## src/rtl/dff_pipe_syncasync_reset.sv

```systemverilog
// rtl/dff_pipe_syncasync_reset.sv - valid-tagged register pipeline with async and sync reset
// Optional per-stage even parity with error injection when DFF_PIPE_PARITY_EN is defined.
module dff_pipe_syncasync_reset #(
    parameter int               WIDTH       = 8,
    parameter int               DEPTH       = 4,
    parameter logic [WIDTH-1:0] RESET_VALUE = {WIDTH{1'b0}}
) (
    input  logic                       clk,
    input  logic                       async_reset,
    input  logic                       sync_reset,
    input  logic                       en,
    input  logic                       in_valid,
    input  logic [WIDTH-1:0]           d,
`ifdef DFF_PIPE_PARITY_EN
    input  logic                       par_inject,
    output logic                       par_err,
`endif
    output logic [WIDTH-1:0]           q,
    output logic                       out_valid,
    output logic [$clog2(DEPTH+1)-1:0] occupancy
);

    localparam int OW = $clog2(DEPTH + 1);

    logic [WIDTH-1:0] stage_data [DEPTH];
    logic [DEPTH-1:0] stage_valid;

    always_ff @(posedge clk or posedge async_reset) begin
        if (async_reset) begin
            for (int i = 0; i < DEPTH; i++) begin
                stage_data[i]  <= RESET_VALUE;
                stage_valid[i] <= 1'b0;
            end
        end else if (sync_reset) begin
            for (int i = 0; i < DEPTH; i++) begin
                stage_data[i]  <= RESET_VALUE;
                stage_valid[i] <= 1'b0;
            end
        end else if (en) begin
            stage_data[0]  <= d;
            stage_valid[0] <= in_valid;
            for (int i = 1; i < DEPTH; i++) begin
                stage_data[i]  <= stage_data[i-1];
                stage_valid[i] <= stage_valid[i-1];
            end
        end
    end

    // Counter tracks valid bits entering stage 0 versus leaving the last stage.
    always_ff @(posedge clk or posedge async_reset) begin
        if (async_reset) begin
            occupancy <= '0;
        end else if (sync_reset) begin
            occupancy <= '0;
        end else if (en) begin
            if (in_valid && !stage_valid[DEPTH-1]) begin
                occupancy <= occupancy + OW'(1);
            end else if (!in_valid && stage_valid[DEPTH-1]) begin
                occupancy <= occupancy - OW'(1);
            end
        end
    end

    assign q         = stage_data[DEPTH-1];
    assign out_valid = stage_valid[DEPTH-1];

`ifdef DFF_PIPE_PARITY_EN
    logic [DEPTH-1:0] stage_par;

    always_ff @(posedge clk or posedge async_reset) begin
        if (async_reset) begin
            stage_par <= '0;
        end else if (sync_reset) begin
            stage_par <= '0;
        end else if (en) begin
            stage_par[0] <= (^d) ^ par_inject;
            for (int i = 1; i < DEPTH; i++) begin
                stage_par[i] <= stage_par[i-1];
            end
        end
    end

    assign par_err = out_valid & ((^q) ^ stage_par[DEPTH-1]);
`endif

endmodule
```

## config.mk

```make
export PLATFORM = sky130hd
export DESIGN_NAME = dff_pipe_syncasync_reset
export DESIGN_NICKNAME = d
export VERILOG_FILES = /design/src/rtl/dff_pipe_syncasync_reset.sv
export SDC_FILE = /design/constraint.sdc
export NUM_CORES = 1
export LEC_CHECK = 0
export CAP_MARGIN = 0
export CORE_AREA = 5 5 78 80
export DETAILED_ROUTE_END_ITERATION = 7
export DIE_AREA = 0 0 83 85
export PLACE_DENSITY = 0.65
export SYNTH_ARGS = -nofsm -noshare
export SYNTH_HDL_FRONTEND = slang
export SYNTH_SLANG_ARGS = --single-unit
```

## constraint.sdc

```tcl
create_clock -name clk -period 2.6 [get_ports clk]
set_input_delay 0.26 -clock clk [delete_from_list [all_inputs] [get_ports clk]]
set_output_delay 0.26 -clock clk [all_outputs]
set_load 0.03 [all_outputs]
```

==> metrics.txt <==
status=finished, final reports clean; Syn-to-layout area delta=18.73%; setup violators final=0; worst slew pin tran=around 0.54 ns; Slowest-stage cell, CP=dfrtp_1; CTS tree=yes; Max stage delay on crit path=0.43 ns; ranking of synthesized cells by area=dfrtp_1 54%, mux2i_1 20%, nor2_1 8.6%; Initial DRT Pass Iterations=4; Fill cells=553; root buffer cell=clkbuf_8; Final GP Congestion=0.7011; crit-path cells=nand2b_4 -> inv_1 -> fa_1 -> nand2b_1 -> o22ai_2 -> mux2_4; vias per cell=around 4.3; Die H=85 um; Initial Utilization=33.66%; Iter 0 DRT Violations=between 60 and 70; r2r setup slk=approximately 0.77 ns; antenna viol nets, final=0; Hold Buf Count CTS=0; syn_area_per_cell=approximately 12 um^2; r2r worst-path depth=6; Hold Path Class=input port to async pin; fin util=39.97%; post-CTS sizing=0; required time of the critical path=2.78 ns; drt total wl=2.928 mm; post-route cell area=around 2100 um^2; synthesized area=1797 um^2; total CTS buffers=5; power per cell area=approximately 640 nW/um^2; WP buf/inv=1; Hold Vio Cnt, Final=0; total of max-cap violations=0; Synth Register Bits=39; PortBufs=24; leading cell type in the layout, fill and taps excluded=nor2_1; Final Max Tran Viols=0; Yosys top cell area share=54.32%; I/O pin count=25; fin crit share=70.44%; Reg-to-Reg End=occupancy[2]; final setup TNS=0 ns; Skew-Pair Late Insertion Delay=0.29 ns; crit path DAT=2.01 ns; number of placement rows=27; vias in the first global route=around 1000; CTS sink count=39; Pleak=1.050 nW; H-tree Lvls=2; maximum VDD drop=313.7 uV; fmax=546.0 MHz; ratio of cells with drive above 1 in the final layout=11.98%; critical path class=flop to flop; leading area contributor after synthesis=dfrtp_1; core area=around 5300 um^2; Synth Instances=147; RR Startpoint=stage_valid[3]; sequential fraction of the synthesis area=54.32%; postcts setup bufs=0; Die W=around 83 um; delay-heaviest family, CP=flip-flops; residual DRC count=0; Yosys Warn Count=0; post-route minimum period=1.832 ns; Clock Skews=0.002379 ns; Ant. Diodes=0; post-synth cell types=16; placed cell area=2001 um^2; CP endpoint kind=flop; syn_nets=161; crit path launch type=flop; Die ar.=7055 um^2; largest net degree at the start of global routing=40; most frequent cells in the layout=41 x nor2_1, 39 x dfrtp_1, 36 x mux2i_1, 23 x clkdlybuf4s50_1, 5 x clkbuf_8; worst rel slew slack=64.02%; Avg WL per Cell=12.25 um; All-Layer GR Usage=a little under a tenth; RSZ-0062 raised after global routing=no; crit-path max FO=4; GR Overflow Total=0; via count=1016; Bufs on Longest Clock Path=2; Reg clk slew, reported paths=roughly 0.07 ns; first-pass GRT wire length=5.133 mm; placed wire-length estimate=roughly 2 mm; nets=180; initial antenna violation count=0
-- cell type report --
type	instances	area [um^2]	area share (%)
inverters	4	15.01	0.7038
well taps	72	90.09	4.223
flip-flops and latches	39	975.9	45.75
multi-input cells	88	654.4	30.67
clock buffers	6	72.57	3.402
clock inverters	2	60.06	2.815
repair buffers	28	265.3	12.43
-- logic make-up after synthesis --
logic type | Yosys count | share of synthesized area, %
buffers and inverters | 20 | 9.262
muxes | 39 | 22.56
and+or+nand+nor | 46 | 11.42
AOI/OAI and AO/OA | 2 | 1.323
DFF | 39 | 54.32
adders and majority gates | 1 | 1.114
-- worst max-delay path by stage --
stage | cells past startpoint | endpoint | startpoint | slack (ns)
after floorplan | 6 | occupancy[2] | stage_valid[3] | 0.63
after global placement | 7 | occupancy[2] | in_valid | 0.52
after detailed placement | 7 | occupancy[2] | in_valid | 0.48
after CTS | 6 | occupancy[2] | stage_valid[3] | 0.75
after global routing | 6 | occupancy[2] | stage_valid[3] | 0.65
final | 6 | occupancy[2] | stage_valid[3] | 0.77
-- layer usage --
metal | track usage, % | up-vias | share of wire (%)
li1 | - | 511 | -
met1 | 12.11 | 480 | 50
met2 | 12.90 | 20 | 43
met3 | 3.981 | 5 | 5.2
met4 | 3.120 | 0 | 1.6
met5 | 0 | - | 0
-- registers in the layout, indices dropped and copies added (netlist names) --
name,flops
stage_data,24
q,8
occupancy,3
stage_valid,4
-- synth_stat cells --
master	count
a21boi_2	1
fa_1	1
buf_6	1
nor2_1	41
nor2b_1	1
o22ai_2	1
nand2_4	1
nand2b_4	2
nand2b_1	1
dfrtp_1	39
buf_12	3
mux2_4	3
buf_2	4
inv_1	4
buf_4	8
mux2i_1	36
-- metrics by stage --
step,hold slack (ns),power [mW],setup WS [ns],cells
2_1_floorplan,0.4163,0.7458,0.6268,147
3_3_place_gp,0.5005,0.7786,0.5151,231
3_5_place_dp,0.5085,0.7812,0.4794,231
4_1_cts,0.3850,1.382,0.7519,239
5_1_grt,0.4157,1.423,0.6540,239
6_report,0.3856,1.361,0.7685,239
-- worst min-delay path, stage by stage --
cell and delay [ns]:
clkdlybuf4s50_1 0.39, inv_1 0.05, buf_4 0.42
-- power by group --
part	leakage (nW)	internal (mW)	total, mW	switching (mW)
Sequential	0.535	0.625	0.635	0.0104
Clock	0.0654	0.384	0.595	0.211
Combinational	0.450	0.0613	0.131	0.0694
Note: power is estimated with default switching activity, not from simulation.
